===== src/rtl/dmem_arbiter_if.sv =====
// Bus bundle between the cores, the data-memory arbiter and the single-port data RAM.
// The slave modport is the arbiter's view; the master modport is the cores/RAM side.
interface dmem_arbiter_if #(
    parameter int NCORES = 2,
    parameter int AW     = 8,
    parameter int DW     = 8
);
    logic [NCORES-1:0]    c_rd;
    logic [NCORES-1:0]    c_wr;
    logic [NCORES*AW-1:0] c_addr;
    logic [NCORES*DW-1:0] c_wdata;
    logic [DW-1:0]        c_rdata;
    logic [NCORES-1:0]    c_dacq;
    logic [AW-1:0]        mem_addr;
    logic [DW-1:0]        mem_wdata;
    logic                 mem_we;
    logic [DW-1:0]        mem_rdata;
    logic [2:0]           grant_id;
    logic                 busy;

    modport slave (
        input  c_rd, c_wr, c_addr, c_wdata, mem_rdata,
        output c_rdata, c_dacq, mem_addr, mem_wdata, mem_we, grant_id, busy
    );

    modport master (
        output c_rd, c_wr, c_addr, c_wdata, mem_rdata,
        input  c_rdata, c_dacq, mem_addr, mem_wdata, mem_we, grant_id, busy
    );
endinterface


===== src/rtl/dmem_arbiter.sv =====
// Round-robin arbiter sharing one synchronous data RAM among NCORES cores.
// One transaction in flight; registered read data and a one-cycle ack pulse.
module dmem_arbiter #(
    parameter int NCORES = 2,
    parameter int AW     = 8,
    parameter int DW     = 8
) (
    input  logic            CLK,
    input  logic            RST,
    dmem_arbiter_if.slave   bus
);
    localparam int unsigned NC = NCORES;

    typedef enum logic [1:0] {IDLE, ISSUE, RDWAIT, ACK} state_t;

    state_t            r_state;
    state_t            w_next;
    logic [2:0]        r_rr_ptr;
    logic [2:0]        r_grant;
    logic [NCORES-1:0] r_mask;
    logic              r_op_wr;
    logic [AW-1:0]     r_addr;
    logic [DW-1:0]     r_wdata;
    logic [DW-1:0]     r_rdata;

    logic [NCORES-1:0] w_req;
    logic [NCORES-1:0] w_onehot;
    logic [NCORES-1:0] w_psel;
    logic [2:0]        w_idx;
    logic [2:0]        w_pick;
    logic              w_found;
    logic              w_sel_wr;
    logic [AW-1:0]     w_sel_addr;
    logic [DW-1:0]     w_sel_wdata;

    assign w_req    = (bus.c_rd | bus.c_wr) & ~r_mask;
    assign w_onehot = NCORES'(1) << r_grant;

    // Search starts one past the last served core so every requester gets a turn.
    always_comb begin
        w_found = 1'b0;
        w_pick  = '0;
        w_idx   = '0;
        for (int unsigned i = 1; i <= NC; i++) begin
            w_idx = 3'((32'(r_rr_ptr) + i) % NC);
            if (!w_found && (|(w_req & (NCORES'(1) << w_idx)))) begin
                w_found = 1'b1;
                w_pick  = w_idx;
            end
        end
    end

    assign w_psel      = NCORES'(1) << w_pick;
    assign w_sel_wr    = |(bus.c_wr & w_psel);
    assign w_sel_addr  = AW'(bus.c_addr >> (32'(w_pick) * 32'(AW)));
    assign w_sel_wdata = DW'(bus.c_wdata >> (32'(w_pick) * 32'(DW)));

    always_comb begin
        w_next = r_state;
        case (r_state)
            IDLE:    if (w_found) w_next = ISSUE;
            ISSUE:   w_next = r_op_wr ? ACK : RDWAIT;
            RDWAIT:  w_next = ACK;
            ACK:     w_next = IDLE;
            default: w_next = IDLE;
        endcase
    end

    always_ff @(posedge CLK) begin
        if (RST) begin
            r_state  <= IDLE;
            r_rr_ptr <= 3'(NCORES - 1);
            r_grant  <= '0;
            r_mask   <= '0;
            r_op_wr  <= 1'b0;
            r_addr   <= '0;
            r_wdata  <= '0;
            r_rdata  <= '0;
        end else begin
            r_state <= w_next;
            // Served core sits out exactly one IDLE cycle so its stale request is not re-granted.
            r_mask  <= (r_state == ACK) ? w_onehot : '0;
            if (r_state == IDLE && w_found) begin
                r_rr_ptr <= w_pick;
                r_grant  <= w_pick;
                r_op_wr  <= w_sel_wr;
                r_addr   <= w_sel_addr;
                r_wdata  <= w_sel_wdata;
            end
            if (r_state == RDWAIT) begin
                r_rdata <= bus.mem_rdata;
            end
        end
    end

    assign bus.mem_addr  = r_addr;
    assign bus.mem_wdata = r_wdata;
    assign bus.mem_we    = (r_state == ISSUE) && r_op_wr;
    assign bus.c_rdata   = r_rdata;
    assign bus.c_dacq    = (r_state == ACK) ? w_onehot : '0;
    assign bus.grant_id  = r_grant;
    assign bus.busy      = (r_state != IDLE);
endmodule


===== src/flat_wrapper.sv =====
// flat-port wrapper written by rule: the top's interface ports become plain ports
module dmem_arbiter_flat 
#(
    parameter int NCORES = 2,
    parameter int AW     = 8,
    parameter int DW     = 8
)
  (CLK, RST, bus_c_rd, bus_c_wr, bus_c_addr, bus_c_wdata, bus_mem_rdata, bus_c_rdata, bus_c_dacq, bus_mem_addr, bus_mem_wdata, bus_mem_we, bus_grant_id, bus_busy);
  dmem_arbiter_if #(.NCORES(NCORES), .AW(AW), .DW(DW)) bus_i ();
  input  logic CLK;
  input  logic RST;
  input wire logic [$bits(bus_i.c_rd)-1:0] bus_c_rd;
  input wire logic [$bits(bus_i.c_wr)-1:0] bus_c_wr;
  input wire logic [$bits(bus_i.c_addr)-1:0] bus_c_addr;
  input wire logic [$bits(bus_i.c_wdata)-1:0] bus_c_wdata;
  input wire logic [$bits(bus_i.mem_rdata)-1:0] bus_mem_rdata;
  output wire logic [$bits(bus_i.c_rdata)-1:0] bus_c_rdata;
  output wire logic [$bits(bus_i.c_dacq)-1:0] bus_c_dacq;
  output wire logic [$bits(bus_i.mem_addr)-1:0] bus_mem_addr;
  output wire logic [$bits(bus_i.mem_wdata)-1:0] bus_mem_wdata;
  output wire logic [$bits(bus_i.mem_we)-1:0] bus_mem_we;
  output wire logic [$bits(bus_i.grant_id)-1:0] bus_grant_id;
  output wire logic [$bits(bus_i.busy)-1:0] bus_busy;
  assign bus_i.c_rd = bus_c_rd;
  assign bus_i.c_wr = bus_c_wr;
  assign bus_i.c_addr = bus_c_addr;
  assign bus_i.c_wdata = bus_c_wdata;
  assign bus_i.mem_rdata = bus_mem_rdata;
  assign bus_c_rdata = bus_i.c_rdata;
  assign bus_c_dacq = bus_i.c_dacq;
  assign bus_mem_addr = bus_i.mem_addr;
  assign bus_mem_wdata = bus_i.mem_wdata;
  assign bus_mem_we = bus_i.mem_we;
  assign bus_grant_id = bus_i.grant_id;
  assign bus_busy = bus_i.busy;
  dmem_arbiter #(.NCORES(NCORES), .AW(AW), .DW(DW)) u_core (.CLK(CLK), .RST(RST), .bus(bus_i));
endmodule

===== config.mk =====
export PLATFORM = sky130hd
export DESIGN_NAME = dmem_arbiter_flat
export DESIGN_NICKNAME = d
export VERILOG_FILES = /design/src/rtl/dmem_arbiter_if.sv /design/src/rtl/dmem_arbiter.sv /design/src/flat_wrapper.sv
export SDC_FILE = /design/constraint.sdc
export NUM_CORES = 1
export LEC_CHECK = 0
export ABC_CLOCK_PERIOD_IN_PS = 1600
export CAP_MARGIN = 20
export CORE_MARGIN = 4
export CORE_UTILIZATION = 39
export DETAILED_ROUTE_END_ITERATION = 12
export GPL_TIMING_DRIVEN = 0
export PLACE_DENSITY = 0.79
export SLEW_MARGIN = 40
export SYNTH_ARGS = -nofsm -noshare
export SYNTH_HDL_FRONTEND = slang
export SYNTH_SLANG_ARGS = --single-unit
export TNS_END_PERCENT = 1

===== constraint.sdc =====
create_clock -name CLK -period 1.6 [get_ports CLK]
set_input_delay 0.32 -clock CLK [delete_from_list [all_inputs] [get_ports CLK]]
set_output_delay 0.32 -clock CLK [all_outputs]
set_load 0.03 [all_outputs]

==> reports/metrics.cfg, run 1 <==
[run_status]
status=finished with violations
violations=negative setup slack

[setup_path]
slowest_stage=clkdlybuf4s50_1
crit_arrival_ps=1800
ff2ff_setup_slack_ps=90
cp-start-kind=input pin
cp.buffers_inverters=2
cpLargestDelayFamily=compound AO/OA/AOI/OAI gates
crit_required_ps=1800
path_cells=clkdlybuf4s50_1, o21ba_4, a21oi_4, buf_6, a21oi_1, a221oi_2
endpoint_kind=register
critical_path.max_fanout=10
critPathKind=input pin to register
cpPeakStageDelay_ps=410

[cells_and_area]
diodes=0
area_growth_pct=62.2
layout-drive-gt1-share_pct=19.3
nNetsFinal=290
nFillCells=322
final_cells=286

[logic_synthesis]
yosys.area.top_type=dfxtp_1
ys.flop_type=dfxtp_1
avgSynthCellArea_um2=9.49
synth_top_family_by_area=compound AO/OA/AOI/OAI gates
synth.distinct_cells=28
synthMuxAreaShare_pct=6.09
synth-xor-area-share_pct=0
async_flop_share_pct=0
syn_area_um2=1480
yosysMostFrequentCell=dfxtp_1
synthTopCellsByArea=dfxtp_1 42%, a221oi_2 11%, mux2i_1 6.1%, a21oi_1 5.7%, inv_1 5.1%
synth_warnings=0
post-synth-top-area-fraction_pct=41.9
synthSimpleGateAreaFrac_pct=9.97
ys_top_cells_by_count=31 x dfxtp_1, 20 x inv_1, 17 x a21oi_1, 17 x nand2_1, 11 x a221oi_2
synth_edf_count=0
synthAdderAreaFrac_pct=4.23
netlist_instances=156
ys_seq_area_share_pct=41.9
synth_compound_area_share_pct=27.1
synth-seq-cells=31

[floorplanning]
chipWidth_um=69.6
dieArea_um2=4840
num_io_pins=77
start_util_pct=40.4
core-area_um2=3660
die_h_um=69.6
rows=22

[pwr]
power_leakage_nw=1.08
pwr_density_cell_nw_per_um2=1780
power_switching_share_pct=44.4
max-vdd-ir-drop_v=0.00106
p_clk_share_pct=13.3
power.switching_mw=1.90
power.internal_mw=2.37
power.share.sequential_pct=28.9
p_comb_share_pct=57.8

[timing]
final.setup.worst_slack_ps=-6.71
tightest_slew_ps=703
fmax_ghz=0.622
post-route-period-util_pct=100
min_period_ps=1610
slew_headroom_pct=53.1
hold_viol_final=0
grt_setup_unrepaired=yes
skew_ps=5.76
setup_violations=1
maxSlewViolCount=0
tns_ps=-6.71

[route]
vias=1386
met1Wirelength_mm=1.68
highest_layer=met4
drc=0
ant_nets=0
drt_iter0_drc=35
post_drt_wl_per_cell_um=13.9
avgViaCountPerCell=4.85
dr_wl_met3_um=394
firstDrtPassIters=4
dr_wl_met2_mm=1.84
wirelength_mm=3.97

[placed_design]
place.gp.congestion=0.746
portBuffers=74
post-place-cells=279
dp_hpwl_mm=2.89

[clocking]
numCtsBuffers=5
path_clk_slew_ps=60
cts_root_buf=clkbuf_8
cts_sinks=31
insertion_delay_ps=290
clockBufferDepth=2
htree_levels=2
ctsHoldBuffers=0
tritoncts=done

[global_routing]
grt_antenna_before_repair=0
grt_pass1_vias=1513
grt_use_total_pct=17.5
grt_start_max_net_pins=11
grt_pass1_wl_mm=6.79
overflow=0

[job]
maxCapViolCount=0

[min_path]
hp-class=input pin to register

==> power groups by stage <==
stage / clock network (mW) / registers (mW) / logic (mW)
after floorplan: 0 / 1.72 / 1.14
after global routing: 0.609 / 1.28 / 2.68
after global placement: 0 / 1.24 / 2.47
final: 0.566 / 1.24 / 2.47
after detailed placement: 0 / 1.25 / 2.49
after CTS: 0.576 / 1.23 / 2.39
==> flip-flops by register name, indices dropped and copies added, names as in the netlist <==
signal and cells:
u_core.bus.c_rdata 8, u_core.bus.mem_addr 8, u_core.bus.mem_wdata 8, u_core.r_mask 2, u_core.r_state 2, u_core.bus.grant_id 1, u_core.r_op_wr 1, u_core.r_rr_ptr 1
==> stage by stage <==
stage	total power, mW	area [um2]	util (%)	hold slack [ps]	setup WS (ps)
2_1_floorplan	2.86	1480	-	441	5.16
3_3_place_gp	3.71	2280	62.4	448	-332
3_5_place_dp	3.74	2280	62.4	453	-360
4_1_cts	4.20	2360	64.4	460	-88.5
5_1_grt	4.57	2400	65.6	377	-54.1
6_report	4.27	2400	65.6	357	-6.71
==> timing repair <==
action / 4_1_cts / 5_1_grt
endpoints found under the setup margin: 42 / 28
resized for setup: 45 / 23
pin swaps: 3 / 7
buffers inserted: 0 / 1
==> layout make-up <==
type,instances,area [um2],area share (%)
tap,48,60.1,2.50
inverter,20,75.1,3.13
clock buffer,6,72.6,3.02
sequential,31,626,26.1
buffer,12,91.3,3.80
multi-input combinational,94,756,31.5
timing repair buffer,75,721,30.0
==> tightest hold or removal path, cell delays in order <==
cell,delay (ps)
dlymetal6s2s_1,140
nand2_1,60
a221oi_1,60
==> per-layer routing <==
layer,GRT usage [%],up-vias
li1,-,699
met1,20.1,618
met2,28.1,62
met3,9.13,7
met4,5.21,0
met5,0,-
==> cells by family (layout without fill, tap and decap cells) <==
group / Yosys count / after routing
flops: 31 / 31
compound gates: 44 / 44
buf+inv: 32 / 113
simple gates: 34 / 34
mux: 9 / 9
fa+ha+maj: 5 / 5
other cells: 1 / 2
==> path summary, 6_finish.rpt <==
| kind | startpoint | end | cells past startpoint |
|---|---|---|---|
| hold reg to reg | u_core.bus.mem_addr[0]$_SDFFE_PP0P_ | u_core.bus.mem_addr[0]$_SDFFE_PP0P_ | 2 |
| hold / removal | bus_c_wr[0] | u_core.r_op_wr$_SDFFE_PP0P_ | 3 |
| setup / recovery | bus_c_rd[0] | u_core.bus.mem_wdata[1]$_SDFFE_PP0P_ | 6 |
| setup reg to reg | u_core.r_state[0]$_SDFFE_PP0P_ | u_core.r_state[0]$_SDFFE_PP0P_ | 5 |
==> layout by cell type, fill, tap and decap left out, drive strengths merged <==
cell type | synthesis | routed
clkbuf | 3 | 9
o21ai | 2 | 2
o21bai | 1 | 1
ha | 5 | 5
clkdlybuf4s50 | 0 | 43
and2 | 2 | 2
conb | 1 | 2
a21o | 1 | 1
inv | 20 | 20
nor2b | 1 | 1
a221o | 1 | 1
dlymetal6s2s | 0 | 3
dlygate4sd2 | 0 | 24
nor2 | 10 | 10
a221oi | 18 | 18
nand2 | 17 | 17
nor3b | 1 | 1
a22oi | 1 | 1
o21ba | 2 | 2
or3 | 1 | 1
nor3 | 1 | 1
and3b | 1 | 1
mux2i | 9 | 9
a21oi | 18 | 18
buf | 9 | 14
dfxtp | 31 | 31
(Power assumes the default switching activity.)
==> run 2: changes to the inputs <==
Settings changed: GPL_ROUTABILITY_DRIVEN set to 0.
==> results of run 2 <==
No change in the layout: final DEF, timing and power equal those of run 1.
